## config.mk

```make
export PLATFORM = sky130hd
export DESIGN_NAME = vend_change_dispenser
export DESIGN_NICKNAME = d
export VERILOG_FILES = /design/src/rtl/vend_pkg.sv /design/src/rtl/vend_coin_select.sv /design/src/rtl/vend_change_dispenser.sv
export SDC_FILE = /design/constraint.sdc
export NUM_CORES = 1
export LEC_CHECK = 0
export ABC_AREA = 1
export ABC_CLOCK_PERIOD_IN_PS = 3600
export CORE_MARGIN = 2
export CORE_UTILIZATION = 45
export DETAILED_ROUTE_END_ITERATION = 8
export GPL_ROUTABILITY_DRIVEN = 0
export PLACE_DENSITY = 0.66
export SETUP_SLACK_MARGIN = 0.15
export SLEW_MARGIN = 20
export SYNTH_ARGS = -nofsm -noshare
export SYNTH_HDL_FRONTEND = slang
export SYNTH_HIERARCHICAL = 1
export SYNTH_SLANG_ARGS = --single-unit
```

## constraint.sdc

```tcl
create_clock -name CLK50M -period 3.6 [get_ports CLK50M]
set_input_delay 1.08 -clock CLK50M [delete_from_list [all_inputs] [get_ports CLK50M]]
set_output_delay 1.08 -clock CLK50M [all_outputs]
set_load 0.03 [all_outputs]
```

## src/rtl/vend_pkg.sv

```systemverilog
// Shared definitions for the vending machine coin path (intake and change dispenser).
// Coin bit order is nickel, dime, quarter, dollar from bit 0 upward.
package vend_pkg;

  localparam int NICKEL  = 0;
  localparam int DIME    = 1;
  localparam int QUARTER = 2;
  localparam int DOLLAR  = 3;

  // Coin values in nickel units
  localparam int unsigned NICKEL_VAL  = 1;
  localparam int unsigned DIME_VAL    = 2;
  localparam int unsigned QUARTER_VAL = 5;
  localparam int unsigned DOLLAR_VAL  = 20;

  localparam int COIN_VAL_W = 5;

  localparam int unsigned COIN_VAL [4] = '{NICKEL_VAL, DIME_VAL, QUARTER_VAL, DOLLAR_VAL};

  typedef enum logic [2:0] {
    IDLE,
    SELECT,
    ISSUE,
    RELEASE,
    DONE,
    FAULT
  } disp_state_t;

endpackage

```

## src/rtl/vend_coin_select.sv

```systemverilog
// Greedy change picker: largest stocked coin whose value fits in the amount still owed.
module vend_coin_select
  import vend_pkg::*;
#(
  parameter int CREDIT_W = 8
) (
  input  logic [CREDIT_W-1:0]   remaining,
  input  logic [3:0]            coin_empty,
  output logic [3:0]            coin,
  output logic [COIN_VAL_W-1:0] value,
  output logic                  valid
);

  always_comb begin
    coin  = '0;
    value = '0;
    valid = 1'b0;
    // Scan from the dollar down; the first hit wins
    for (int b = DOLLAR; b >= NICKEL; b--) begin
      if (!valid && !coin_empty[b] && (32'(remaining) >= 32'(COIN_VAL[b]))) begin
        coin[b] = 1'b1;
        value   = COIN_VAL_W'(COIN_VAL[b]);
        valid   = 1'b1;
      end
    end
  end

endmodule

```

## src/rtl/vend_change_dispenser.sv

```systemverilog
// Change payout controller: dispenses one coin at a time over a 4-phase req/ack
// handshake with the hopper, largest denomination first, with per-phase timeout.
module vend_change_dispenser
  import vend_pkg::*;
#(
  parameter int CREDIT_W    = 8,
  parameter int ACK_TIMEOUT = 5000000
) (
  input  logic                CLK50M,
  input  logic                RSTb,
  input  logic                start,
  input  logic [CREDIT_W-1:0] credit,
  input  logic                coin_ack,
  input  logic [3:0]          coin_empty,
  input  logic                fault_clr,
  output logic [3:0]          coin_out,
  output logic                busy,
  output logic                done,
  output logic                fault,
  output logic [CREDIT_W-1:0] remaining
);

  localparam int TIMER_W = (ACK_TIMEOUT > 1) ? $clog2(ACK_TIMEOUT) : 1;
  localparam logic [TIMER_W-1:0] TIMER_MAX = TIMER_W'(ACK_TIMEOUT - 1);

  disp_state_t           state_q, state_d;
  logic [CREDIT_W-1:0]   remaining_q, remaining_d;
  logic [3:0]            coin_out_q, coin_out_d;
  logic [COIN_VAL_W-1:0] coin_val_q, coin_val_d;
  logic [TIMER_W-1:0]    timer_q, timer_d;
  logic                  busy_q, busy_d;
  logic                  done_q, done_d;
  logic                  fault_q, fault_d;

  logic [3:0]            sel_coin;
  logic [COIN_VAL_W-1:0] sel_value;
  logic                  sel_valid;

  vend_coin_select #(
    .CREDIT_W (CREDIT_W)
  ) u_select (
    .remaining  (remaining_q),
    .coin_empty (coin_empty),
    .coin       (sel_coin),
    .value      (sel_value),
    .valid      (sel_valid)
  );

  always_comb begin
    state_d     = state_q;
    remaining_d = remaining_q;
    coin_out_d  = coin_out_q;
    coin_val_d  = coin_val_q;
    timer_d     = timer_q;

    case (state_q)
      IDLE: begin
        if (start) begin
          remaining_d = credit;
          state_d     = SELECT;
        end
      end
      SELECT: begin
        if (remaining_q == '0) begin
          state_d = DONE;
        end else if (sel_valid) begin
          coin_out_d = sel_coin;
          coin_val_d = sel_value;
          timer_d    = '0;
          state_d    = ISSUE;
        end else begin
          state_d = FAULT;
        end
      end
      ISSUE: begin
        // The coin is only debited once the hopper has acknowledged it
        if (coin_ack) begin
          coin_out_d  = '0;
          remaining_d = remaining_q - CREDIT_W'(coin_val_q);
          timer_d     = '0;
          state_d     = RELEASE;
        end else if (timer_q == TIMER_MAX) begin
          coin_out_d = '0;
          state_d    = FAULT;
        end else begin
          timer_d = timer_q + 1'b1;
        end
      end
      RELEASE: begin
        if (!coin_ack) begin
          state_d = SELECT;
        end else if (timer_q == TIMER_MAX) begin
          state_d = FAULT;
        end else begin
          timer_d = timer_q + 1'b1;
        end
      end
      DONE: begin
        state_d = IDLE;
      end
      FAULT: begin
        coin_out_d = '0;
        if (fault_clr) begin
          remaining_d = '0;
          state_d     = IDLE;
        end
      end
      default: begin
        coin_out_d = '0;
        state_d    = IDLE;
      end
    endcase

    // Status flags are registered from the next state so they line up with it
    busy_d  = (state_d != IDLE) && (state_d != FAULT);
    done_d  = (state_d == DONE);
    fault_d = (state_d == FAULT);
  end

  always_ff @(posedge CLK50M or negedge RSTb) begin
    if (!RSTb) begin
      state_q     <= IDLE;
      remaining_q <= '0;
      coin_out_q  <= '0;
      coin_val_q  <= '0;
      timer_q     <= '0;
      busy_q      <= 1'b0;
      done_q      <= 1'b0;
      fault_q     <= 1'b0;
    end else begin
      state_q     <= state_d;
      remaining_q <= remaining_d;
      coin_out_q  <= coin_out_d;
      coin_val_q  <= coin_val_d;
      timer_q     <= timer_d;
      busy_q      <= busy_d;
      done_q      <= done_d;
      fault_q     <= fault_d;
    end
  end

  assign coin_out  = coin_out_q;
  assign busy      = busy_q;
  assign done      = done_q;
  assign fault     = fault_q;
  assign remaining = remaining_q;

endmodule

```

; Word level (Yosys, flattened, before mapping)
; Cells that the tools add are included.
[totals]
ff_bits = 46
in_bits = 17
out_inout_bits = 15
elab_cells = 91
[op_classes]
addsub = 2
n_lt_le_gt_ge = 4
eq_ne = 16
mux = 34
bitwise = 2
reduce_logical = 25
[op_table]
columns = operator, n
row1 = $mux W23, 5
row2 = $pmux W23 S3, 1
row3 = $mux W8, 3
row4 = $pmux W8 S3, 1
row5 = $add A23 B1 Y23 const B, 1
row6 = $eq A23 B23 Y1 const B, 1
row7 = $mux W3, 7
row8 = $mux W5, 4
row9 = $mux W4, 4
row10 = $pmux W3 S5, 1
row11 = $eq A3 B3 Y1 const B, 4
row12 = $ne A2 B2 Y1 const B, 6
row13 = $pmux W4 S3, 1
row14 = $reduce_and A4 Y1, 3
row15 = $reduce_bool A3 Y1, 3
row16 = $ge A8 B1 Y1 const B, 1
row17 = $ge A8 B2 Y1 const B, 1
row18 = $ge A8 B3 Y1 const B, 1
row19 = $ge A8 B5 Y1 const B, 1
row20 = $logic_and A1 B1 Y1, 8
row21 = $logic_not A8 Y1, 1
row22 = $sub A8 B5 Y8, 1
row23 = $logic_not A1 Y1, 7
row24 = $mux W1, 7
row25 = 7 further kinds, 10

; Longest topological paths before layout
; Gate-level depths: netlist of run 1.
[depth]
depth_word = 20
depth_mapped = 14
ltp_nobuf = 13

; By module
; Netlist of run 1, hierarchy kept.
[by_module_without_submodules]
columns = mod, instances, cells_per_inst, area_each_um2, seq_area_each_um2
row1 = vend_change_dispenser, 1, 422, 2946.6, 1151.1
row2 = vend_coin_select, 1, 40, 209.0, 0.0

; Least setup slack after synthesis of run 1
; OpenSTA, ideal clock, no wires.
[synth_timing]
path_kind = input to register
start = input port coin_empty[1]
end = register timer_q[2]
setup_ps = 121
arrival_time_ps = 2116
required_ps = 3479
path_slack_ps = 1363
cell_stages = 10
path_cell_list = o21bai_2 nand4_1 nand2_1 nand2_2 nand2_4 inv_4 nand2_4 buf_6 o21ai_0 nor2_1
[synth_via]
elab_chain_len = 10
[synth_rtl]
columns = element, line_no
row1 = "start, declared", vend_change_dispenser.sv:14  ; input logic [3:0] coin_empty,
row2 = $logic_not A1 Y1 *, vend_coin_select.sv:20  ; if (!valid && !coin_empty[b] && (32'(remaining) >= 32'(COIN_VAL[b]))) begin
row3 = $logic_and A1 B1 Y1 * (2 in a row), vend_coin_select.sv:20
row4 = $mux W1 *, vend_coin_select.sv:20
row5 = $logic_not A1 Y1, vend_coin_select.sv:20
row6 = $logic_and A1 B1 Y1 (2 in a row), vend_coin_select.sv:20
row7 = $mux W1 *, vend_coin_select.sv:20
row8 = via sel_valid, vend_change_dispenser.sv:37  ; logic sel_valid;
row9 = $ne A2 B2 Y1 (no source line) *, -
row10 = $reduce_and A4 Y1 (no source line) *, -
row11 = "end signal, assigned", vend_change_dispenser.sv:135  ; timer_q <= timer_d;
row12 = "end, declared", vend_change_dispenser.sv:30  ; logic [TIMER_W-1:0] timer_q, timer_d;
; The timed path passes the listed nets; every way through them passes the cells marked *.
; A chain may end at the register's enable or synchronous reset.

; Worst setup path after layout of run 1
[layout_timing]
start = register remaining_q[6], in the netlist remaining[6]
end = output port remaining[6]
[layout_rtl]
columns = element, line_no
row1 = "start, declared", vend_change_dispenser.sv:27  ; logic [CREDIT_W-1:0] remaining_q, remaining_d;
row2 = "start signal, assigned", vend_change_dispenser.sv:132  ; remaining_q <= remaining_d;
row3 = "end, declared", vend_change_dispenser.sv:20  ; output logic [CREDIT_W-1:0] remaining
; No word-level cell between the ends.

==> results.json, run 1 <==
{
  "ys_seq_elements": 46,
  "root_buffer": "clkbuf_8",
  "placementRows": 30,
  "fin_crit_sh_pct": 73.8,
  "cts-buffers-inserted": 5,
  "n_antenna_cell": 0,
  "drive_gt1_share_pct": 7.46,
  "dr.pass1.iters": 5,
  "grt_pass1_vias": 2820,
  "rsz0062_at_grt": "no",
  "ioPinCount": 32,
  "cp_slowest_cell": "clkdlybuf4s50_1",
  "area_growth_pct": 15.3,
  "via_per_inst": 5.07,
  "grtUsageTotal_pct": 21.7,
  "cts_tree": "done",
  "powerDensity_nw_per_um2": 689,
  "worstPathArrival_ns": 1.58,
  "critPathRequiredTime_ns": 2.52,
  "critPathBufInv": 1,
  "worstMarginPinSlew_ns": 0.594,
  "syn_inst": 462,
  "ys_top_cells_by_area": "dfrtp_1, nand2_1, nor2_1",
  "path_cells": "clkdlybuf4s50_1",
  "layoutNonFillerInstCount": 592,
  "antenna_found_initial": 0,
  "clock_path_buffers": 2,
  "cts_resized": 0,
  "hold_path.class": "register to register",
  "slew_headroom_pct": 60.4,
  "grt.overflow.total": 0,
  "fin_setup_tns_ns": 0,
  "initial_utilization_pct": 46.4,
  "yosys.cell_types.count": 39,
  "syn_nets": 486,
  "worstSetupPathType": "register to output port",
  "timing.fmax_ghz": 0.376,
  "drt_iter0_drc": 187,
  "min_period_ns": 2.66,
  "yosysTopAreaCellShare_pct": 36.5,
  "ir_drop_mv": 0.538,
  "place_hpwl_um": 5850,
  "port_buffers": 31,
  "die_area_um2": 7700,
  "hold_buffers": 0,
  "syn_area_per_cell_um2": 6.83,
  "crit_fanout": 7,
  "cap_violations": 0,
  "wl_um": 7620,
  "clock-sinks": 46,
  "grt_start_max_net_pins": 47,
  "finClkSkew_ns": 0.0122,
  "slowest_delay_ns": 0.74,
  "postCtsSetupRepairBufs": 0,
  "crit_family": "buffers and inverters",
  "ys_warn_count": 6,
  "drc": 0,
  "num_vias": 3004,
  "slew_viol_final": 0,
  "syn_area_um2": 3160,
  "start_kind": "register",
  "setup.worst_path.end_class": "output port",
  "nets": 519,
  "core-area_um2": 6790,
  "clk_latency_ns": 0.31,
  "fillCellCount": 690,
  "cts.htree.levels": 2,
  "place_inst": 584,
  "yosysTopAreaCell": "dfrtp_1",
  "grt_pass1_wl_um": 13200,
  "drtAntennaViolNets": 0,
  "die_width_um": 87.7,
  "synth-seq-area-share_pct": 36.5,
  "finalSetupViolCount": 0,
  "drt-wirelength-per-cell_um": 12.9,
  "cts.reportedPaths.clkPinSlew_ns": 0.10,
  "hold_viol": 0,
  "die_y_um": 87.7,
  "status": "completed",
  "p_leak_nw": 1.73
}
[synthesized netlist by cell type (all sizes together)]
cell	number
nand4	15
inv	73
ha	6
clkbuf	1
o2111ai	2
mux2	1
a22o	1
o21bai	2
nand3b	1
conb	1
nor3b	1
dfrtp	46
clkinv	1
xor2	4
fa	1
o21ai	35
nand2	116
o31ai	1
a31oi	3
a21oi	23
nor3	8
nand3	30
buf	4
o211ai	2
nor2	84
[flip-flops by register name, indices dropped and copies added (netlist names)]
register / flops
fault: 1
remaining: 8
timer_q: 23
coin_out: 4
busy: 1
done: 1
coin_val_q: 5
state_q: 3
[power by group]
group	internal, mW	total [mW]	switching [mW]	leakage [nW]
logic	0.469	1.38	0.912	1.08
clock network	0.140	0.331	0.191	0.0447
registers	0.637	0.795	0.158	0.608
total	1.25	2.51	1.26	1.73
[cell type report]
cell class | count | area, um^2 | area share [%]
inverter | 74 | 283 | 7.77
multi-input combinational | 337 | 1680 | 46.3
clock inverter | 3 | 25.0 | 0.688
tap | 96 | 120 | 3.30
sequential | 46 | 1150 | 31.6
clock buffer | 5 | 68.8 | 1.89
timing repair buffer | 31 | 308 | 8.46
[final timing paths]
| kind | to | cells past startpoint | from | slack [ns] |
|---|---|---|---|---|
| max | remaining[6] | 1 | remaining[6] | 0.94 |
| min | coin_out[2] | 2 | coin_out[2] | 0.50 |
| max reg2reg | timer_q[7] | 13 | remaining[5] | 1.37 |
| min reg2reg | coin_out[2] | 2 | coin_out[2] | 0.50 |
| max in group asynchronous | timer_q[14] | 1 | RSTb | 2.42 |
| min in group asynchronous | timer_q[6] | 1 | RSTb | 0.76 |
[cell families after synthesis]
group / Yosys count / synth area share [%]
and+or+nand+nor: 255 / 36.1
muxes: 1 / 0.357
xor gates and xnor gates: 4 / 1.11
buffers and inverters: 79 / 10.2
DFF: 46 / 36.5
other: 1 / 0.119
AOI/OAI and AO/OA: 69 / 12.6
adders and majority gates: 7 / 3.01
[layout by cell type (no fill, tap or decap), drive strengths merged, types with 2 or more instances in the layout]
| cell | count |
|---|---|
| a21oi | 23 |
| a31oi | 3 |
| clkbuf | 5 |
| clkdlybuf4s50 | 30 |
| clkinv | 2 |
| dfrtp | 46 |
| ha | 6 |
| inv | 74 |
| nand2 | 116 |
| nand3 | 30 |
| nand4 | 15 |
| nor2 | 84 |
| nor3 | 8 |
| o2111ai | 2 |
| o211ai | 2 |
| o21ai | 35 |
| o21bai | 2 |
| xor2 | 4 |
[worst register-to-register path, cell delays in order, from the launching register on]
cell and delay (ns):
dfrtp_1 0.48, inv_1 0.13, nand2_1 0.05, nor2_1 0.10, nand3_1 0.10, nand2_2 0.13, nand4_1 0.15, nand2_1 0.15
nand2_2 0.16, nand2_4 0.22, inv_4 0.09, nand2_4 0.13, inv_1 0.08, nor3b_1 0.18
[layer usage]
layer  wire [um]  track usage, %  vias to the layer above
li1            -               -                     1545
met1        3450            28.2                     1348
met2        3630            36.6                       95
met3         356            3.39                       16
met4         190            7.69                        0
met5           0               0                        -
[metrics by stage]
| stage | hold WS, ns | utilization [%] | power (mW) | cell area [um^2] | setup WS (ns) |
|---|---|---|---|---|---|
| global route | 0.522 | 53.6 | 2.76 | 3640 | 0.795 |
| global placement | 0.482 | 52.1 | 2.15 | 3540 | 0.712 |
| CTS | 0.511 | 53.5 | 2.53 | 3640 | 0.921 |
| finish | 0.502 | 53.6 | 2.51 | 3640 | 0.943 |
| detailed placement | 0.483 | 52.1 | 2.18 | 3540 | 0.651 |
| floorplan | 0.485 | - | 1.81 | 3160 | 1.36 |
(Power assumes the default switching activity.)
==> inputs of run 2 (changes only) <==
--- a/config.mk
+++ b/config.mk
@@ -6,7 +6,7 @@
 export NUM_CORES = 1
 export LEC_CHECK = 0
 export ABC_AREA = 1
-export ABC_CLOCK_PERIOD_IN_PS = 3600
+export ABC_CLOCK_PERIOD_IN_PS = 2700
 export CORE_MARGIN = 2
 export CORE_UTILIZATION = 45
 export DETAILED_ROUTE_END_ITERATION = 8
==> constraint.sdc (replaced) <==
create_clock -name CLK50M -period 2.7 [get_ports CLK50M]
set_input_delay 0.81 -clock CLK50M [delete_from_list [all_inputs] [get_ports CLK50M]]
set_output_delay 0.81 -clock CLK50M [all_outputs]
set_load 0.03 [all_outputs]
==> run 2 against run 1 <==
Against the previous run: design area is 1.1% higher; via count is 0.50% higher; sequential cell count stayed put; clock power is 41% higher; critical path depth stayed put; power is 36% higher; clock skew is 0.00076 ns higher; critical path type unchanged.
==> results.json, run 2 (synthesis results as in run 1) <==
{
  "grt_pass1_vias": 2931,
  "cp_slowest_cell": "clkdlybuf4s50_1",
  "ir_drop_mv": 0.643,
  "cts-buffers-inserted": 5,
  "hold_path.class": "primary input to async pin",
  "die_area_um2": 7700,
  "dr.pass1.iters": 4,
  "seqPwrFrac_pct": 31.0,
  "drtAntennaViolNets": 0,
  "powerDensity_nw_per_um2": 926,
  "final_cell_mix": "nand2_1, nor2_1, inv_1",
  "reg2reg_setup_slack_ns": 0.58,
  "placementRows": 30,
  "p_leak_nw": 1.76,
  "start_kind": "register",
  "status": "completed",
  "switching_share_pct": 50.5,
  "ioPinCount": 32,
  "rsz0062_at_grt": "no",
  "hold_viol": 0,
  "timing.fmax_ghz": 0.417,
  "path_cells": "clkdlybuf4s50_1",
  "p_sw_mw": 1.72,
  "cap_violations": 0,
  "slew_viol_final": 0,
  "grtUsageTotal_pct": 21.9,
  "n_antenna_cell": 0,
  "cts_resized": 0,
  "setup.worst_path.end_class": "output port",
  "grt_start_max_net_pins": 25,
  "mostFrequentLayoutCell": "nand2_1",
  "die_width_um": 87.7,
  "finClkSkew_ns": 0.0129,
  "fin_setup_tns_ns": 0,
  "crit_fanout": 8,
  "clock-sinks": 46,
  "finalSetupViolCount": 0,
  "crit_family": "buffers and inverters",
  "cts.reportedPaths.clkPinSlew_ns": 0.11,
  "wl_um": 7750,
  "worstMarginPinSlew_ns": 0.587,
  "drt_iter0_drc": 185,
  "port_buffers": 31,
  "core-area_um2": 6790,
  "worstSetupPathType": "register to output port",
  "fin_crit_sh_pct": 88.9,
  "cts.htree.levels": 2,
  "fin_area_um2": 3680,
  "area_growth_pct": 16.6,
  "nets": 523,
  "drive_gt1_share_pct": 8.20,
  "min_period_ns": 2.40,
  "top_register": "timer_q",
  "antenna_found_initial": 0,
  "cts_tree": "done",
  "internal_power_mw": 1.69,
  "place_area_um2": 3580,
  "worstPathArrival_ns": 1.59,
  "critPathRequiredTime_ns": 1.89,
  "clk_latency_ns": 0.31,
  "slew_headroom_pct": 60.8,
  "initial_utilization_pct": 46.4,
  "grt_pass1_wl_um": 13400,
  "largest_reg_flops": 23,
  "postCtsSetupRepairBufs": 0,
  "drc": 0,
  "drt-wirelength-per-cell_um": 13.0,
  "clock_path_buffers": 2,
  "root_buffer": "clkbuf_8",
  "grt.overflow.total": 0,
  "clkPwrFrac_pct": 13.7,
  "num_vias": 3019,
  "hold_buffers": 0,
  "via_per_inst": 5.07,
  "combPwrFrac_pct": 55.3,
  "slowest_delay_ns": 0.74,
  "hold_ws_ns": 0.491,
  "place_hpwl_um": 6010,
  "die_y_um": 87.7,
  "critPathBufInv": 1
}
## run 2: changes by cell type in the layout (fill, tap and decap cells not counted), sizes merged
cell and change:
inv +2, clkinvlp -1, clkinv -1, buf +4
## run 2: cell type report
cell class                      count  area [um^2]
Tap cell                           96          120
Clock inverter                      3         26.3
Inverter                           74          283
Clock buffer                        5         68.8
Fill cell                         687         3110
Sequential cell                    46         1150
Timing Repair Buffer               35          348
Multi-Input combinational cell    337         1680
## run 2: per-layer routing
layer | vias to the layer above | part of all wire [%] | track usage [%]
li1 | 1546 | - | -
met1 | 1393 | 46 | 27.8
met2 | 68 | 49 | 37.9
met3 | 12 | 3.3 | 3.68
met4 | 0 | 1.6 | 6.85
met5 | - | 0 | 0
## run 2: through the flow
stage | instances | setup WS, ns | total power, mW | utilization, %
CTS | 596 | 0.284 | 3.42 | 54.2
floorplan | 462 | 0.733 | 2.42 | -
global route | 596 | 0.242 | 3.72 | 54.2
global placement | 588 | 0.183 | 2.91 | 52.8
finish | 596 | 0.301 | 3.41 | 54.2
detailed placement | 588 | 0.121 | 2.94 | 52.8
## run 2: power groups by stage
stage | Sequential [mW] | Clock (mW) | Combinational, mW
floorplan | 1.16 | 0 | 1.25
global placement | 1.07 | 0 | 1.84
detailed placement | 1.07 | 0 | 1.87
CTS | 1.06 | 0.483 | 1.88
global route | 1.08 | 0.512 | 2.13
finish | 1.06 | 0.468 | 1.88
## run 2: path summary, 6_finish.rpt
kind / endpoint / cells past startpoint / from
min in group CLK50M: coin_out[2] / 2 / coin_out[2]
setup reg to reg: timer_q[7] / 13 / remaining[6]
setup / recovery: remaining[1] / 1 / remaining[1]
hold / removal: coin_val_q[1] / 1 / RSTb
max in group asynchronous: timer_q[10] / 2 / RSTb
hold reg to reg: coin_out[2] / 2 / coin_out[2]
